[config.mk]
export PLATFORM = sky130hd
export DESIGN_NAME = program_sequencer
export DESIGN_NICKNAME = d
export VERILOG_FILES = /design/src/rtl/program_sequencer_pkg.sv /design/src/rtl/program_sequencer_mem.sv /design/src/rtl/program_sequencer.sv
export SDC_FILE = /design/constraint.sdc
export NUM_CORES = 1
export LEC_CHECK = 0
export CAP_MARGIN = 10
export CELL_PAD_IN_SITES_DETAIL_PLACEMENT = 1
export CELL_PAD_IN_SITES_GLOBAL_PLACEMENT = 1
export CORE_MARGIN = 2
export CORE_UTILIZATION = 55
export CTS_BUF_LIST = sky130_fd_sc_hd__clkbuf_16
export CTS_CLUSTER_DIAMETER = 50
export DETAILED_ROUTE_END_ITERATION = 7
export GPL_TIMING_DRIVEN = 0
export PLACE_DENSITY = 0.95
export SYNTH_ARGS = -nofsm -noshare
export SYNTH_HDL_FRONTEND = slang
export SYNTH_SLANG_ARGS = --single-unit
[constraint.sdc]
create_clock -name clk -period 4.99 [get_ports clk]
set_input_delay 0.998 -clock clk [delete_from_list [all_inputs] [get_ports clk]]
set_output_delay 0.998 -clock clk [all_outputs]
set_load 0.1 [all_outputs]
[src/rtl/program_sequencer_pkg.sv]
// Shared definitions for the program sequencer and the processor it drives.
package program_sequencer_pkg;

  // Default geometry of the program store.
  localparam int INSTR_W_DEF = 8;
  localparam int ADDR_W_DEF  = 4;
  localparam int DEPTH_DEF   = 16;
  localparam int TIMEOUT_DEF = 64;

  // Sentinel word that terminates a program; it is never issued.
  localparam logic [INSTR_W_DEF-1:0] HALT_CODE_DEF = 8'hFF;

  // Instruction field layout, shared with the processor's control unit.
  localparam int OPCODE_MSB  = 7;
  localparam int OPCODE_LSB  = 4;
  localparam int OPERAND_MSB = 3;
  localparam int OPERAND_LSB = 0;

  typedef enum logic [2:0] {
    ST_IDLE,
    ST_FETCH,
    ST_ISSUE,
    ST_WAIT_DONE,
    ST_ADVANCE,
    ST_PAUSE,
    ST_HALT
  } state_e;

endpackage

[src/rtl/program_sequencer_mem.sv]
// Program store: register array with one synchronous write port and a
// combinational read port addressed by the program counter.
module program_mem #(
  parameter int DEPTH   = 16,
  parameter int ADDR_W  = 4,
  parameter int INSTR_W = 8
) (
  input  logic               clk,
  input  logic               we_i,
  input  logic [ADDR_W-1:0]  waddr_i,
  input  logic [INSTR_W-1:0] wdata_i,
  input  logic [ADDR_W-1:0]  raddr_i,
  output logic [INSTR_W-1:0] rdata_o
);

  // Contents are deliberately left unreset so a program survives a reset.
  logic [INSTR_W-1:0] mem_q [DEPTH];

  // Write port.
  always_ff @(posedge clk) begin
    if (we_i) begin
      mem_q[waddr_i] <= wdata_i;
    end
  end

  assign rdata_o = mem_q[raddr_i];

endmodule

[src/rtl/program_sequencer.sv]
// Issuing end of the instruction/execute/done handshake: walks a loaded
// program, presents each word with a one-cycle execute strobe and waits for
// done, with single-step, halt sentinel and done watchdog.
module program_sequencer
  import program_sequencer_pkg::*;
#(
  parameter int                 DEPTH     = DEPTH_DEF,
  parameter int                 ADDR_W    = ADDR_W_DEF,
  parameter int                 INSTR_W   = INSTR_W_DEF,
  parameter logic [INSTR_W-1:0] HALT_CODE = HALT_CODE_DEF,
  parameter int                 TIMEOUT   = TIMEOUT_DEF
) (
  input  logic               clk,
  input  logic               reset,
  input  logic               load_en,
  input  logic [ADDR_W-1:0]  load_addr,
  input  logic [INSTR_W-1:0] load_data,
  input  logic               start,
  input  logic               step_mode,
  input  logic               step,
  input  logic               done,
  output logic [INSTR_W-1:0] instruction,
  output logic               execute,
  output logic [ADDR_W-1:0]  pc,
  output logic               busy,
  output logic               halted,
  output logic               timeout_err
);

  localparam int                WD_W    = (TIMEOUT > 2) ? $clog2(TIMEOUT) : 1;
  localparam logic [WD_W-1:0]   WD_LAST = WD_W'(TIMEOUT - 1);
  localparam logic [ADDR_W-1:0] PC_LAST = ADDR_W'(DEPTH - 1);

  state_e             state_q, state_d;
  logic [ADDR_W-1:0]  pc_q, pc_d;
  logic [INSTR_W-1:0] instr_q, instr_d;
  logic [WD_W-1:0]    wd_q, wd_d;
  logic               terr_q, terr_d;
  logic [INSTR_W-1:0] mem_rdata;
  logic               mem_we;

  // Loading is only allowed while no program is in flight.
  assign mem_we = load_en && ((state_q == ST_IDLE) || (state_q == ST_HALT));

  program_mem #(
    .DEPTH  (DEPTH),
    .ADDR_W (ADDR_W),
    .INSTR_W(INSTR_W)
  ) u_mem (
    .clk    (clk),
    .we_i   (mem_we),
    .waddr_i(load_addr),
    .wdata_i(load_data),
    .raddr_i(pc_q),
    .rdata_o(mem_rdata)
  );

  // State and datapath registers; reset drops the strobe immediately.
  always_ff @(posedge clk or negedge reset) begin
    if (!reset) begin
      state_q <= ST_IDLE;
      pc_q    <= '0;
      instr_q <= '0;
      wd_q    <= '0;
      terr_q  <= 1'b0;
    end else begin
      state_q <= state_d;
      pc_q    <= pc_d;
      instr_q <= instr_d;
      wd_q    <= wd_d;
      terr_q  <= terr_d;
    end
  end

  // Next-state and datapath updates for the handshake sequence.
  always_comb begin
    state_d = state_q;
    pc_d    = pc_q;
    instr_d = instr_q;
    wd_d    = wd_q;
    terr_d  = terr_q;
    case (state_q)
      ST_IDLE, ST_HALT: begin
        if (start) begin
          pc_d    = '0;
          terr_d  = 1'b0;
          state_d = ST_FETCH;
        end
      end
      ST_FETCH: begin
        if (mem_rdata == HALT_CODE) begin
          state_d = ST_HALT;
        end else begin
          instr_d = mem_rdata;
          state_d = ST_ISSUE;
        end
      end
      ST_ISSUE: begin
        // done seen here belongs to a previous instruction and is ignored.
        wd_d    = '0;
        state_d = ST_WAIT_DONE;
      end
      ST_WAIT_DONE: begin
        if (done) begin
          state_d = ST_ADVANCE;
        end else if (wd_q == WD_LAST) begin
          terr_d  = 1'b1;
          state_d = ST_HALT;
        end else begin
          wd_d = wd_q + 1'b1;
        end
      end
      ST_ADVANCE: begin
        // No wrap-around: running off the end of memory halts at the last word.
        if (pc_q == PC_LAST) begin
          state_d = ST_HALT;
        end else begin
          pc_d    = pc_q + 1'b1;
          state_d = step_mode ? ST_PAUSE : ST_FETCH;
        end
      end
      ST_PAUSE: begin
        if (step) begin
          state_d = ST_FETCH;
        end
      end
      default: state_d = ST_IDLE;
    endcase
  end

  assign instruction = instr_q;
  assign execute     = (state_q == ST_ISSUE);
  assign pc          = pc_q;
  assign busy        = (state_q == ST_ISSUE) || (state_q == ST_WAIT_DONE) ||
                       (state_q == ST_ADVANCE) || (state_q == ST_PAUSE);
  assign halted      = (state_q == ST_HALT);
  assign timeout_err = terr_q;

endmodule

==> results by group <==
GRT
  – GRT met2 Usage: 45.3%
  – Met3 GRT Util: 6.53%
  – Largest net degree at the start of global routing: 23
  – Gr busiest metal: met2
  – First-pass GRT wire length: 22,300 µm
  – Gr ovfl total: 0
  – Antenna violations before repair: 0
  – Global Route Usage Sum: 26.8%
  – Vias in the first global route: 3,855
  – Met1 Resource Use GR: 32.1%

Critical path
  – Element type at the critical path start: register
  – Worst R2R Setup Slack: 1990 ps
  – Crit path kind: register to primary output
  – Critical Path RT: 3990 ps
  – Worst path arrival time: 2760 ps
  – Peak fanout along the critical path: 10
  – RR Startpoint: state_q[0]
  – Worst Reg-to-Reg Cells: 6
  – CP endpoint kind: primary output
  – RR Endpoint: u_mem.mem_q[0][4]

Timing
  – Fin. Hold Viols: 0
  – Tmin final: 3760 ps
  – Setup tns final: 0 ps
  – Fmax: 0.266 GHz
  – Crit share post-route: 75.3%
  – Tightest Pin Transition: 1020 ps
  – RSZ-0062 raised after global routing: false
  – Max transition margin: 32.0%
  – Slew Limit Fails: 0
  – Clk_skew: 6.20 ps
  – Endpoints failing setup: 0

Synthesis
  – Post-synthesis sequential element count: 150
  – Top cell type's share of synthesized area: 62.0%
  – Post-synth top area cell: edfxtp_1
  – Syn avg cell area: 17.9 µm²
  – Syn_nets: 367
  – Seq/Total Area, Yosys: 70.9%
  – Library cells used by synthesis: 50
  – Mapped cell area: 6200 µm²
  – Top post-synthesis cells by area: edfxtp_1 (62%), mux4_2 (11%), dfrtp_1 (8.9%)
  – Cells after Synth: 346
  – Yosys Warn Count: 0
  – Number of synthesized flops with an enable pin: 128
  – Most common flop cell mapped by yosys: edfxtp_1
  – Post-synth ARST share: 14.7%

Final layout
  – Layout area overhead: 17.9%
  – Share of layout cells above drive strength 1: 21.7%
  – Final cell count without fillers: 555
  – Fin nets: 424
  – Multi-input gate area: 1670 µm²
  – FF/Latch Area: 4390 µm²
  – Number of fill cells: 950
  – Ant diodes: 0

Power and ir drop
  – Total power: 0.00394 W
  – P_leak: 2.47 nW
  – PwrDens: 539 nW/µm²
  – Peak supply drop: 0.000424 V

Drt
  – Wirelength per Cell: 26.1 µm
  – Drt first pass iters: 5
  – Vias: 3,491
  – DRT antenna net count: 0
  – Final WL: 14,500 µm
  – Routed vias/inst: 6.29
  – DR DRC count: 0
  – DRT iter0 DRCs: 293

Worst hold path
  – Hold path depth: 1
  – Worst Hold Launch: timeout_err
  – Hold Path Sink: timeout_err
  – Worst hold-check path type: register to register

Placed design
  – I/O Buffers: 34
  – GP Congestion: 0.844
  – Final HPWL DP: 9940 µm
  – Inst Count DP: 524

Clock tree
  – Latest clock arrival within the worst-skew pair: 420 ps
  – Post_cts resized: 0
  – Clock buffer depth: 2
  – Clock transition at path regs: 60 ps
  – TritonCTS clock tree: yes
  – Clk Tree Root Cell: clkbuf_16
  – Setup Fix Bufs, Post-CTS: 0
  – Clk sink count: 150
  – Htree depth: 4
  – Hold-fix buffers, CTS: 0
  – CTS Buf Count: 17

Floorplan
  – Die area: 12,100 µm²
  – Die X-Extent: 110 µm
  – CORE AREA: 10,900 µm²
  – # IOs: 35
  – Die outline height: 110 µm
  – Initial Util: 56.7%
  – Num rows: 38

Flow run
  – Max-Cap Viols: 0

Run status
  – Status: completed
-- stage by stage --
stage                     cell area [µm²]  util, %  hold WS, ps  setup slack [ps]
after floorplan                      6200        -          501              2000
after detailed placement             6750     61.7          500              1470
final                                7310     66.8          511              1230
after global placement               6720     61.4          485              1340
after CTS                            7310     66.8          512              1250
after global routing                 7310     66.8          530              1090
-- metal layers --
| metal | vias up | wire length (µm) |
|---|---|---|
| met3 | 33 | 865 |
| li1 | 1507 | - |
| met2 | 136 | 7630 |
| met1 | 1815 | 5570 |
| met5 | - | 0 |
| met4 | 0 | 449 |
-- power breakdown --
| group | leakage, nW | internal [W] | total (W) | switching (W) |
|---|---|---|---|---|
| registers | 1.43 | 0.00145 | 0.00151 | 0.0000633 |
| logic | 0.775 | 0.000421 | 0.00120 | 0.000782 |
| clock network | 0.265 | 0.000726 | 0.00122 | 0.000497 |
-- placed cells by master, fill, tap and decap left out, types with 3 or more instances in the layout --
cell type        instances
a21oi_1                  9
a22o_1                   3
a22oi_1                  7
buf_2                    6
buf_4                    5
buf_6                    4
clkbuf_16               17
clkdlybuf4s50_1         34
clkinv_1                 3
clkinvlp_4               4
dfrtp_1                 22
edfxtp_1               128
inv_1                    8
mux2_4                   8
mux4_1                   3
mux4_2                  29
nand2_1                 15
nand2b_1                 3
nand3_1                 19
nand3_2                  3
nor2_1                  21
nor2b_1                  5
nor3_1                   8
o21ai_0                  4
or3_1                    3
xor2_1                   3
-- area by class of cell --
| cell class | instances | share of cell area [%] |
|---|---|---|
| Sequential cell | 150 | 60.1 |
| Multi-Input combinational cell | 174 | 22.8 |
| Clock buffer | 17 | 5.82 |
| Timing Repair Buffer | 38 | 5.07 |
| Tap cell | 140 | 2.40 |
| Clock inverter | 14 | 1.87 |
| Buffer | 14 | 1.51 |
| Inverter | 8 | 0.411 |
-- synth_stat cells, types with 2 or more instances --
cell type and instances:
a21oi_1 9, a22o_1 3, a22oi_1 7, a31oi_1 2, and3_1 2, buf_2 6, buf_6 4, clkbuf_1 2
dfrtp_1 22, edfxtp_1 128, ha_1 2, inv_1 7, mux2_4 8, mux4_1 3, mux4_2 29, nand2_1 15
nand2b_1 3, nand3_1 19, nand3_2 3, nand3b_1 2, nand4_1 2, nand4_2 2, nor2_1 21, nor2b_1 5
nor3_1 8, o21ai_0 4, or3_1 3, xor2_1 3
-- how the worst max path moves through the flow --
stage | startpoint | end
global placement | load_en | u_mem.mem_q[0][1]
finish | state_q[0] | execute
detailed placement | load_en | u_mem.mem_q[0][1]
floorplan | state_q[1] | u_mem.mem_q[0][0]
global route | state_q[0] | execute
CTS | state_q[0] | execute
-- cell families after synthesis --
family | Yosys count | synth area share (%)
buffers and inverters | 22 | 2.26
xor gates and xnor gates | 4 | 0.565
muxes | 42 | 14.1
and+or+nand+nor | 92 | 7.93
adders and majority gates | 3 | 0.565
DFF | 150 | 70.9
AOI/OAI and AO/OA | 33 | 3.71
-- worst max-delay path: stages (launching register included) --
cell and delay [ps]:
dfrtp_1 390, clkbuf_1 240, inv_1 240, nand3_1 140, inv_1 170, clkdlybuf4s50_1 1150
-- flip-flops by register name (all words and copies together) (netlist names) --
name and flops:
instruction 8, pc 4, state_q 3, timeout_err 1, u_mem.mem_q 128, wd_q 6
(Power assumes the default switching activity.)
==> patch (same flow settings) <==
Encoding of `state_e`: now Gray code (3 bits for 7 states).
--- a/src/rtl/program_sequencer_pkg.sv
+++ b/src/rtl/program_sequencer_pkg.sv
@@ -19,9 +19,9 @@
   typedef enum logic [2:0] {
-    ST_IDLE,
-    ST_FETCH,
-    ST_ISSUE,
-    ST_WAIT_DONE,
-    ST_ADVANCE,
-    ST_PAUSE,
-    ST_HALT
+    ST_IDLE      = 3'b000,
+    ST_FETCH     = 3'b001,
+    ST_ISSUE     = 3'b011,
+    ST_WAIT_DONE = 3'b010,
+    ST_ADVANCE   = 3'b110,
+    ST_PAUSE     = 3'b111,
+    ST_HALT      = 3'b101
   } state_e;
Behaviour: same outputs for any inputs over 10 cycles, from zero or initial values and one cycle with reset low; not proved beyond that.
==> patch against the unedited design <==
  * Worst setup slack lost 0.27 ns
  * Cell area shrank 0.45%
  * Register-to-register slack got worse by 0.04 ns
  * Clock skew about the same
  * First-iteration DRC count up 10%
  * Routed wire length increased by 0.57%
  * Via count decreased by 1.3%
  * Global-route usage decreased by 0.24 points
  * Sequential cell count unchanged
  * Sequential share of layout area increased by 0.27 points
  * Power increased by 1.5%
  * Maximum frequency shrank 6.7%
  * Area after synthesis shrank 1.5%
  * Critical path type unchanged
  * Highest routed layer unchanged
==> patch: results (changes against the unedited design) <==
Leakage Power -> 2.50 nW (was 2.47 nW)
layout cells sized above 1 -> 0.162 (was 0.217)
root buffer cell -> clkbuf_16 (unchanged)
top cells by count, synth -> edfxtp_1, nor2_1, dfrtp_1, mux4_2, nand2_1 (was edfxtp_1, mux4_2, dfrtp_1, nor2_1, nand3_1)
Placed Cells -> 525 (was 524)
vias in the first global route -> 3615 (was 3855)
Non-Filler Instances -> 560 (was 555)
Area contributors post-synth -> edfxtp_1, dfrtp_1, mux4_2, mux4_1, a22oi_1 (was edfxtp_1, mux4_2, dfrtp_1, mux2_4, nand3_1)
Gate Count Post-Synth -> 351 (was 346)
global-route wire length before repair -> 21.8 mm (was 22.3 mm)
Nets -> 428 (was 424)
DRT Pass-1 Iters -> 4 (was 5)
Routed Wire Length -> 14.6 mm (was 14.5 mm)
CP top delay family -> buffers and inverters (unchanged)
met2 Usage GRT -> 0.447 (was 0.453)
VDD IR max -> 416 uV (was 424 uV)
XOR/XNOR share of the synthesized area -> 0.00717 (was 0.00565)
vias -> 3445 (was 3491)
clock skew -> 0.00636 ns (was 0.00620 ns)
total track usage -> 0.265 (was 0.268)
Compound-Gate Fraction of Synth Area -> 0.0510 (was 0.0371)
sequential fraction of the synthesis area -> 0.719 (was 0.709)
status -> finished clean (unchanged)
met3 global-route usage -> 0.0486 (was 0.0653)
FILL cells -> 960 (was 950)
Worst-Margin Slew -> 1.15 ns (was 1.02 ns)
Synth Area in Adders -> 0.00410 (was 0.00565)
max incr delay on CP -> 1.15 ns (about the same)
post-synth cell types -> 40 (was 50)
global placement routability congestion -> 0.860 (was 0.844)
M1 GR Usage -> 0.350 (was 0.321)
Worst EP arrival -> 3.03 ns (was 2.76 ns)
multiplexer area fraction after synthesis -> 0.124 (was 0.141)
Final HPWL DP -> 9.33 mm (was 9.94 mm)
DRT iter0 DRCs -> 323 (was 293)
Syn Nets -> 372 (was 367)
[patch: cells by family (layout without fill, tap and decap cells)]
| kind of cell | Yosys count | after routing |
|---|---|---|
| AOI/OAI and AO/OA | 47 | 47 |
| xor gates and xnor gates | 5 | 5 |
| adders and majority gates | 2 | 2 |
| buffers and inverters | 28 | 97 |
| DFF | 150 | 150 |
| muxes | 32 | 32 |
| and+or+nand+nor | 87 | 87 |
[patch: final cells by class]
cell class / count / area share
sequential: 150 / 0.604
multi-input combinational: 173 / 0.216
clock buffer: 17 / 0.0585
timing repair buffer: 37 / 0.0488
clock inverter: 15 / 0.0289
tap: 140 / 0.0241
buffer: 16 / 0.0138
inverter: 12 / 0.00619
[patch: worst paths after layout]
path,start,end,slack (ns),cells after the start
hold / removal,timeout_err$_DFFE_PN0P_,timeout_err$_DFFE_PN0P_,0.51,2
min in group asynchronous,reset,wd_q[3]$_DFFE_PN0P_,1.14,1
setup reg to reg,state_q[0]$_DFFE_PN0P_,u_mem.mem_q[1][6]$_DFFE_PP_,1.95,7
setup / recovery,state_q[1]$_DFFE_PN0P_,execute,0.96,5
hold reg to reg,timeout_err$_DFFE_PN0P_,timeout_err$_DFFE_PN0P_,0.51,2
max in group asynchronous,reset,pc[3]$_DFFE_PN0P_,3.25,1
[patch: metal layers]
| metal | routed length (um) | up-vias |
|---|---|---|
| met5 | 0 | - |
| met4 | 372 | 0 |
| met3 | 543 | 27 |
| met2 | 7710 | 124 |
| met1 | 5960 | 1791 |
| li1 | - | 1503 |
[patch: tightest hold or removal path: cells and delay by family, from the launching register on]
kind	cells	cell delay, ns
AND/OR/NAND/NOR	1	0.05
flip-flops	1	0.35
AO/OA/AOI/OAI	1	0.07
[patch: stage by stage]
step / setup WS (ns) / cell area, sq um / utilization
after floorplan: 0.987 / 6110 / -
after global placement: 1.43 / 6620 / 0.611
after detailed placement: 1.40 / 6620 / 0.611
after CTS: 0.937 / 7260 / 0.670
after global routing: 0.756 / 7270 / 0.671
final: 0.963 / 7270 / 0.671
[patch: power by group]
part	total (mW)	leakage [nW]	internal (mW)	switching [mW]
combinational	1.13	0.765	0.380	0.754
sequential	1.48	1.43	1.44	0.0448
clock	1.38	0.307	0.881	0.499
